$ cat src/rtl/mem_arbiter.sv
// mem_arbiter: shares one mmu port between the core (c_*) and the SPI
// programming loader (p_*). One outstanding transaction, IDLE/ISSUE/WAIT
// sequencing, round-robin in normal mode, loader-only in programming mode,
// and a WAIT-state timeout that returns an error to the owning requester.
module mem_arbiter #(
    parameter int unsigned TIMEOUT = 255
) (
    input  logic        clk,
    input  logic        rst,
    input  logic        set_programming_mode,

    input  logic        c_req_i,
    input  logic [31:0] c_addr_i,
    input  logic        c_we_i,
    input  logic [3:0]  c_be_i,
    input  logic [31:0] c_wdata_i,
    output logic        c_gnt_o,
    output logic        c_rvalid_o,
    output logic        c_err_o,
    output logic [31:0] c_rdata_o,

    input  logic        p_req_i,
    input  logic [31:0] p_addr_i,
    input  logic        p_we_i,
    input  logic [3:0]  p_be_i,
    input  logic [31:0] p_wdata_i,
    output logic        p_gnt_o,
    output logic        p_rvalid_o,
    output logic        p_err_o,
    output logic [31:0] p_rdata_o,

    output logic        m_req_o,
    output logic [31:0] m_addr_o,
    output logic        m_we_o,
    output logic [3:0]  m_be_o,
    output logic [31:0] m_wdata_o,
    input  logic        m_rvalid_i,
    input  logic        m_err_i,
    input  logic [31:0] m_rdata_i,

    output logic        busy_o,
    output logic        owner_o
);

    localparam int unsigned AW = 32;
    localparam int unsigned DW = 32;
    localparam int unsigned BW = 4;
    localparam int unsigned CW = 8;
    localparam logic [CW-1:0] TO_LAST = CW'(TIMEOUT - 1);

    // Owner encoding: 0 = core, 1 = loader
    localparam logic OWN_CORE   = 1'b0;
    localparam logic OWN_LOADER = 1'b1;

    typedef enum logic [1:0] {
        S_IDLE  = 2'd0,
        S_ISSUE = 2'd1,
        S_WAIT  = 2'd2
    } state_t;

    state_t        r_state;
    logic [CW-1:0] r_cnt;
    logic          r_last;
    logic          r_owner;
    logic          r_c_gnt;
    logic          r_p_gnt;
    logic          r_m_req;
    logic [AW-1:0] r_addr;
    logic          r_we;
    logic [BW-1:0] r_be;
    logic [DW-1:0] r_wdata;

    logic          w_c_elig;
    logic          w_p_elig;
    logic          w_any;
    logic          w_win;
    logic          w_timeout;
    logic          w_resp;
    logic          w_err;
    logic [DW-1:0] w_rdata;
    logic          w_c_resp;
    logic          w_p_resp;

    // Arbitration: programming mode masks the core; a tie goes to whoever was not served last
    assign w_c_elig = c_req_i & ~set_programming_mode;
    assign w_p_elig = p_req_i;
    assign w_any    = w_c_elig | w_p_elig;
    assign w_win    = (w_c_elig & w_p_elig) ? ~r_last : w_p_elig;

    // Response path: a real mmu response beats a coincident timeout
    assign w_timeout = (r_state == S_WAIT) && !m_rvalid_i && (r_cnt == TO_LAST);
    assign w_resp    = (r_state == S_WAIT) && (m_rvalid_i || w_timeout);
    assign w_err     = m_rvalid_i ? m_err_i : 1'b1;
    assign w_rdata   = m_rvalid_i ? m_rdata_i : '0;
    assign w_c_resp  = w_resp && (r_owner == OWN_CORE);
    assign w_p_resp  = w_resp && (r_owner == OWN_LOADER);

    assign c_rvalid_o = w_c_resp;
    assign c_err_o    = w_c_resp & w_err;
    assign c_rdata_o  = w_c_resp ? w_rdata : '0;
    assign p_rvalid_o = w_p_resp;
    assign p_err_o    = w_p_resp & w_err;
    assign p_rdata_o  = w_p_resp ? w_rdata : '0;

    assign c_gnt_o   = r_c_gnt;
    assign p_gnt_o   = r_p_gnt;
    assign m_req_o   = r_m_req;
    assign m_addr_o  = r_addr;
    assign m_we_o    = r_we;
    assign m_be_o    = r_be;
    assign m_wdata_o = r_wdata;
    assign owner_o   = r_owner;
    assign busy_o    = (r_state != S_IDLE);

    // Transaction FSM: grant/capture in IDLE, one-cycle ISSUE, WAIT for response or timeout
    always_ff @(posedge clk) begin
        if (rst) begin
            r_state <= S_IDLE;
            r_cnt   <= '0;
            r_last  <= OWN_LOADER;
            r_owner <= OWN_CORE;
            r_c_gnt <= 1'b0;
            r_p_gnt <= 1'b0;
            r_m_req <= 1'b0;
            r_addr  <= '0;
            r_we    <= 1'b0;
            r_be    <= '0;
            r_wdata <= '0;
        end else begin
            r_c_gnt <= 1'b0;
            r_p_gnt <= 1'b0;
            r_m_req <= 1'b0;
            case (r_state)
                S_IDLE: begin
                    if (w_any) begin
                        r_owner <= w_win;
                        r_last  <= w_win;
                        r_c_gnt <= ~w_win;
                        r_p_gnt <= w_win;
                        r_m_req <= 1'b1;
                        r_addr  <= w_win ? p_addr_i  : c_addr_i;
                        r_we    <= w_win ? p_we_i    : c_we_i;
                        r_be    <= w_win ? p_be_i    : c_be_i;
                        r_wdata <= w_win ? p_wdata_i : c_wdata_i;
                        r_state <= S_ISSUE;
                    end
                end
                S_ISSUE: begin
                    r_cnt   <= '0;
                    r_state <= S_WAIT;
                end
                S_WAIT: begin
                    if (w_resp) begin
                        r_state <= S_IDLE;
                    end else begin
                        r_cnt <= r_cnt + CW'(1);
                    end
                end
                default: begin
                    r_state <= S_IDLE;
                end
            endcase
        end
    end

endmodule

$ cat config.mk
export PLATFORM = sky130hd
export DESIGN_NAME = mem_arbiter
export DESIGN_NICKNAME = d
export VERILOG_FILES = /design/src/rtl/mem_arbiter.sv
export SDC_FILE = /design/constraint.sdc
export NUM_CORES = 1
export LEC_CHECK = 0
export ABC_AREA = 0
export BUFFER_PORTS_ARGS = -buffer_cell sky130_fd_sc_hd__buf_2
export CAP_MARGIN = 15
export CORE_AREA = 2 2 125 127
export CTS_CLUSTER_DIAMETER = 40
export DETAILED_ROUTE_END_ITERATION = 12
export DIE_AREA = 0 0 127 129
export GPL_TIMING_DRIVEN = 1
export PLACE_DENSITY = 0.69
export SLEW_MARGIN = 20
export SYNTH_ARGS = -nofsm -noshare
export SYNTH_HDL_FRONTEND = slang
export SYNTH_SLANG_ARGS = --single-unit
$ cat constraint.sdc
create_clock -name clk -period 1.4 [get_ports clk]
set_input_delay 0.07 -clock clk [delete_from_list [all_inputs] [get_ports clk]]
set_output_delay 0.07 -clock clk [all_outputs]
set_load 0.02 [all_outputs]
==> flow_summary.json, run 1 <==
{
  "crit_required_ns": 1.33,
  "dp_cells": 989,
  "grt_pass1_wl_mm": 22.6,
  "wl_per_cell_um": 16.3,
  "rsz0062_at_grt": "true",
  "regToRegSetupSlack_ns": -0.07,
  "worst_pin_slew_ns": 0.442,
  "yosysWarnings": 0,
  "skew_ns": 0.00990,
  "synth_seq_area_share_pct": 40.3,
  "critical-path-top-delay-family": "buffers and inverters",
  "power_density_nw_per_um2": 920,
  "start_kind": "flop",
  "vias": 4930,
  "setup_violations": 70,
  "hpwl_mm": 11.1,
  "cts.clk_slew.worst_paths_ns": 0.06,
  "cts_tree": "built",
  "whs_path_depth": 3,
  "num_io_pins": 319,
  "ys_seq_elements": 84,
  "drc": 0,
  "reg2reg_depth": 7,
  "firstDrtPassIters": 4,
  "synth_compound_area_share_pct": 18.7,
  "hold_viol_final": 0,
  "grt_overflow_total": 0,
  "die_w_um": 127,
  "grt_pass1_vias": 4449,
  "cp_cell_sequence": "inv_2 -> ha_4 -> nand3_4 -> nor2_4 -> o211ai_4 -> buf_4 -> buf_8 -> nor2_4 -> buf_6",
  "maxCapViolations": 0,
  "cp_max_fo": 8,
  "die_height_um": 129,
  "mostFrequentLayoutCells": "buf_2 (252), dfxtp_1 (81), mux2i_1 (69)",
  "postRouteAntennaNets": 0,
  "gp_congestion": 0.812,
  "drv_slew": 0,
  "timing.final.crit_share_pct": 134,
  "area_delta_synth_final_pct": 84.5,
  "cts_max_path_buffers": 2,
  "totalPowerFinal_mw": 7.08,
  "start_util_pct": 27.9,
  "post_dp_cell_area_um2": 6490,
  "drive_above_1_share_pct": 55.8,
  "p_leak_nw": 3.67,
  "cpPeakStageDelay_ns": 0.32,
  "async_flop_share_pct": 0,
  "muxShareOfSynthArea_pct": 16.6,
  "portBuffers": 318,
  "cpMostUsedCell": "nor2_4",
  "grt_usage_pct": 17.4,
  "hold_start": "p_wdata_i[15]",
  "synth-simple-area-share_pct": 16.0,
  "synthesis.nets": 672,
  "drt_iter0_markers": 152,
  "relSlewSlack_pct": 70.3,
  "cpMaxStageDelayCell": "dfxtp_2",
  "synth_top_family_by_area": "compound AO/OA/AOI/OAI gates",
  "antenna_found_initial": 0,
  "hold_class": "in -> reg",
  "fin_util_pct": 51.4,
  "final_common_cell": "buf_2",
  "status": "finished with violations",
  "synth-xor-area-share_pct": 0.840,
  "violations": "negative setup slack",
  "numCtsBuffers": 9,
  "ir_drop_mv": 0.583,
  "critPathKind": "reg -> out",
  "cts_sinks": 84,
  "synth_edf_count": 0,
  "insertion_delay_ns": 0.34,
  "path_buf_inv": 4,
  "nets": 1012,
  "stdcell_count": 1026,
  "dp_slack_ns": -0.135,
  "grt_max_degree": 55,
  "r2r-start": "r_cnt[0]$_SDFFE_PP0P_",
  "hold_end": "m_wdata_o[15]$_SDFFE_PP0N_",
  "stdcell_area_um2": 7700,
  "synth_flop_cell": "dfxtp_1",
  "setup_ws_ns": -0.479,
  "syn_inst": 493,
  "via_per_inst": 4.81,
  "path_depth": 9,
  "rows": 45,
  "dieArea_um2": 16400,
  "core_area_um2": 15000,
  "max_clock_freq_mhz": 532,
  "worst_ep_arrival_time_ns": 1.81,
  "netlist_area_um2": 4170,
  "post-route-min-period_ns": 1.88,
  "wirelength_mm": 16.7,
  "synth.distinct_cells": 38,
  "cts_root_buf": "clkbuf_16",
  "htreeDepth": 3,
  "syn-mean-instance-area_um2": 8.46,
  "critPathLaunch": "r_cnt[0]$_SDFFE_PP0P_",
  "r2r_end": "r_cnt[6]$_SDFFE_PP0P_",
  "synth_adder_area_share_pct": 0.600,
  "antennaDiodeCount": 0,
  "cp-end-kind": "output pin"
}
==> worst max-delay path by stage <==
| stage | end | slack (ns) |
|---|---|---|
| global route | c_rdata_o[1] | -0.57 |
| floorplan | p_rvalid_o | -0.02 |
| global placement | p_rdata_o[5] | -0.09 |
| CTS | c_rdata_o[31] | -0.46 |
| detailed placement | p_rdata_o[5] | -0.14 |
| finish | c_rdata_o[1] | -0.48 |
==> area by class of cell <==
cell class | count | area, um2
flip-flops and latches | 84 | 1690
clock inverters | 6 | 48.8
well taps | 188 | 235
inverters | 6 | 26.3
multi-input cells | 361 | 2770
fillers | 1376 | 7280
repair buffers | 371 | 2700
clock buffers | 10 | 239
==> report_power, final <==
group,switching [mW],internal [mW],total [mW]
Sequential,0.121,2.65,2.77
Combinational,1.18,0.852,2.03
Clock,1.02,1.26,2.28
==> cell usage after synthesis (2+ instances only) <==
cell type  number  area (um2)
nand4_1         2        12.5
buf_4           8        60.1
o211ai_2        2        25.0
buf_6          10         113
o21a_1          2        15.0
o21ai_0        46         230
xor2_1          4        35.0
nor2b_1         2        12.5
buf_2           7        35.0
nand2_1        34         128
o211ai_1        5        37.5
inv_1           6        22.5
and4b_1         2        20.0
clkbuf_1       16        60.1
ha_1            2        25.0
a211oi_1       24         180
nand2b_1        2        12.5
and3_1          2        12.5
mux2i_1        69         691
nand3_1         3        15.0
dfxtp_1        84        1680
a21oi_1        47         235
nor2_1         99         372
==> registers in the layout, summed over array words and instances (netlist names), 2 cells and up <==
register,count
m_addr_o,32
m_be_o,4
m_wdata_o,32
r_cnt,8
r_state,2
==> cell families after synthesis <==
| kind of cell | after synthesis |
|---|---|
| muxes | 69 |
| adders and majority gates | 2 |
| and+or+nand+nor | 154 |
| xor gates and xnor gates | 4 |
| DFF | 84 |
| AOI/OAI and AO/OA | 132 |
| buffers and inverters | 48 |
==> stage by stage <==
step | hold WS [ns] | TNS, ns
after detailed placement | 0.344 | -2.55
final | 0.0185 | -28.58
after floorplan | 0.162 | -0.227
after CTS | 0.000835 | -28.11
after global placement | 0.328 | -0.832
after global routing | 0.0200 | -34.88
==> worst reg2reg max path: cells and delay by family (launching register included) <==
family,cells,cell delay [ns]
AO/OA/AOI/OAI,2,0.16
AND/OR/NAND/NOR,2,0.53
adder cells (fa/ha/maj),1,0.16
flip-flops,1,0.34
buffers and inverters,2,0.22
==> metal layers <==
metal	vias to the layer above	global-route usage (%)	wire [um]
met5	-	0	0
met1	2268	19.4	6430
met2	233	30.9	8410
met4	0	6.98	488
met3	33	5.45	1360
li1	2396	-	-
==> what timing repair did <==
action / in CTS / in global routing
resized for setup: 98 / 81
pin swaps: 2 / 6
cloned: 2 / 5
setup buffers: 4 / 3
endpoints found under the hold margin: 7 / 0
endpoints found under the setup margin: 71 / 110
hold buffers: 7 / 0
(Power assumes the default switching activity.)
==> run 2: changes to the inputs <==
--- a/config.mk
+++ b/config.mk
@@ -14,7 +14,9 @@
 export DIE_AREA = 0 0 127 129
 export GPL_TIMING_DRIVEN = 1
 export PLACE_DENSITY = 0.69
+export SETUP_SLACK_MARGIN = 0.02
 export SLEW_MARGIN = 20
 export SYNTH_ARGS = -nofsm -noshare
 export SYNTH_HDL_FRONTEND = slang
 export SYNTH_SLANG_ARGS = --single-unit
+export TNS_END_PERCENT = 5
==> run 2 against run 1 <==
Effect of this change: the flow still finishes with violations (negative setup slack); final cell count about the same; register-to-register slack about the same; first-iteration DRC count decreased by 3.9%; setup slack improved by 0.028 ns.
==> flow_summary.json, run 2 (synthesis results as in run 1) <==
{
  "hpwl_mm": 11.6,
  "die_height_um": 129,
  "violations": "negative setup slack",
  "max_clock_freq_mhz": 540,
  "hold_start": "c_wdata_i[4]",
  "drt_iter0_markers": 146,
  "cp-end-kind": "output pin",
  "cts_sinks": 84,
  "critPathKind": "reg -> out",
  "crit_required_ns": 1.33,
  "regToRegSetupSlack_ns": -0.08,
  "status": "finished with violations",
  "wl_per_cell_um": 15.2,
  "start_kind": "flop",
  "setup_ws_ns": -0.451,
  "cts_root_buf": "clkbuf_16",
  "reg2reg_depth": 7,
  "antenna_found_initial": 0,
  "relSlewSlack_pct": 48.4,
  "area_delta_synth_final_pct": 79.3,
  "cp_max_fo": 6,
  "firstDrtPassIters": 4,
  "cts.clk_slew.worst_paths_ns": 0.06,
  "whs_path_depth": 3,
  "worst_pin_slew_ns": 0.765,
  "cts_tree": "built",
  "hold_end": "m_wdata_o[4]$_SDFFE_PP0N_",
  "maxCapViolations": 0,
  "insertion_delay_ns": 0.34,
  "hold_viol_final": 0,
  "final_common_cell": "buf_2",
  "setup_tns_ns": -24.60,
  "r2r_end": "r_cnt[6]$_SDFFE_PP0P_",
  "via_per_inst": 4.73,
  "rsz0062_at_grt": "true",
  "dieArea_um2": 16400,
  "nets": 1011,
  "grt_usage_pct": 17.4,
  "setup_violations": 69,
  "regArea_um2": 1690,
  "hold_class": "in -> reg",
  "grt_max_degree": 64,
  "postRouteAntennaNets": 0,
  "drc": 0,
  "power_density_nw_per_um2": 937,
  "ir_drop_mv": 0.575,
  "grt_overflow_total": 0,
  "vias": 4853,
  "r2r-start": "r_cnt[0]$_SDFFE_PP0P_",
  "skew_ns": 0.0102,
  "numCtsBuffers": 9,
  "grt_pass1_wl_mm": 22.4,
  "portBuffers": 318,
  "drive_above_1_share_pct": 57.1,
  "totalPowerFinal_mw": 7.01,
  "timing.final.crit_share_pct": 132,
  "wirelength_mm": 15.6,
  "core_area_um2": 15000,
  "dp_slack_ns": -0.0867,
  "p_leak_nw": 3.62,
  "start_util_pct": 27.9,
  "die_w_um": 127,
  "antennaDiodeCount": 0,
  "worst_ep_arrival_time_ns": 1.78,
  "grt_pass1_vias": 4580,
  "cts_max_path_buffers": 2,
  "htreeDepth": 3,
  "critPathLaunch": "r_cnt[0]$_SDFFE_PP0P_",
  "multi_input_area_um2": 2690,
  "drv_slew": 0,
  "fillers": 1364,
  "num_io_pins": 319,
  "post-route-min-period_ns": 1.85,
  "gp_congestion": 0.823,
  "mostFrequentLayoutCells": "buf_2 (250), dfxtp_1 (79), mux2i_1 (67)",
  "rows": 45
}
-- run 2: cell types whose count changed in the layout (fill, tap and decap cells not counted), sizes merged --
| cell | delta |
|---|---|
| buf | +9 |
| clkbuf | -5 |
| inv | +3 |
| clkinv | -1 |
| clkinvlp | -1 |
| dlygate4sd3 | -6 |
-- run 2: how the worst max path moves through the flow --
stage	endpoint	slack, ns	cells after the start
after floorplan	p_rvalid_o	-0.02	7
after global placement	p_err_o	-0.07	8
after detailed placement	p_err_o	-0.09	8
after CTS	p_rdata_o[0]	-0.45	9
after global routing	p_rdata_o[25]	-0.53	9
final	p_rdata_o[25]	-0.45	9
-- run 2: report_power, final --
group	switching (mW)	internal (mW)
Clock	1.05	1.22
Sequential	0.123	2.65
Combinational	1.15	0.820
-- run 2: stage by stage --
step	utilization (%)	hold WS, ns	instances	instance area, um2
6_report	49.9	0.0155	1025	7480
5_1_grt	49.9	0.0106	1025	7480
4_1_cts	48.3	0.00186	1025	7230
3_5_place_dp	44.1	0.364	1003	6610
3_3_place_gp	44.1	0.358	1003	6610
2_1_floorplan	-	0.162	493	4580
-- run 2: area by class of cell --
cell class	count	area share (%)
clock buffers	9	3.01
repair buffers	370	34.2
flip-flops and latches	84	22.6
clock inverters	7	0.736
inverters	6	0.351
well taps	188	3.14
multi-input cells	361	36.0
-- run 2: metal layers --
| metal | track usage, % | share of wire, % | vias up |
|---|---|---|---|
| met2 | 32.6 | 52 | 220 |
| met3 | 4.20 | 7.1 | 20 |
| li1 | - | - | 2400 |
| met4 | 7.37 | 2.0 | 0 |
| met5 | 0 | 0 | - |
| met1 | 18.7 | 39 | 2213 |
-- run 2: worst max-delay path, cell delays in order, from the launching register on --
cell	delay, ns
dfxtp_2	0.32
inv_2	0.07
ha_4	0.14
nand3_4	0.07
nor2_4	0.17
o211ai_4	0.14
buf_12	0.16
buf_8	0.14
nor2_4	0.11
buf_6	0.12
-- run 2: repair_timing --
action	4_1_cts	5_1_grt
buffers inserted	4	0
resized for setup	87	70
hold buffers	1	0
endpoints found under the setup margin	96	122
pin swaps	16	12
cloned	1	1
endpoints found under the hold margin	1	0
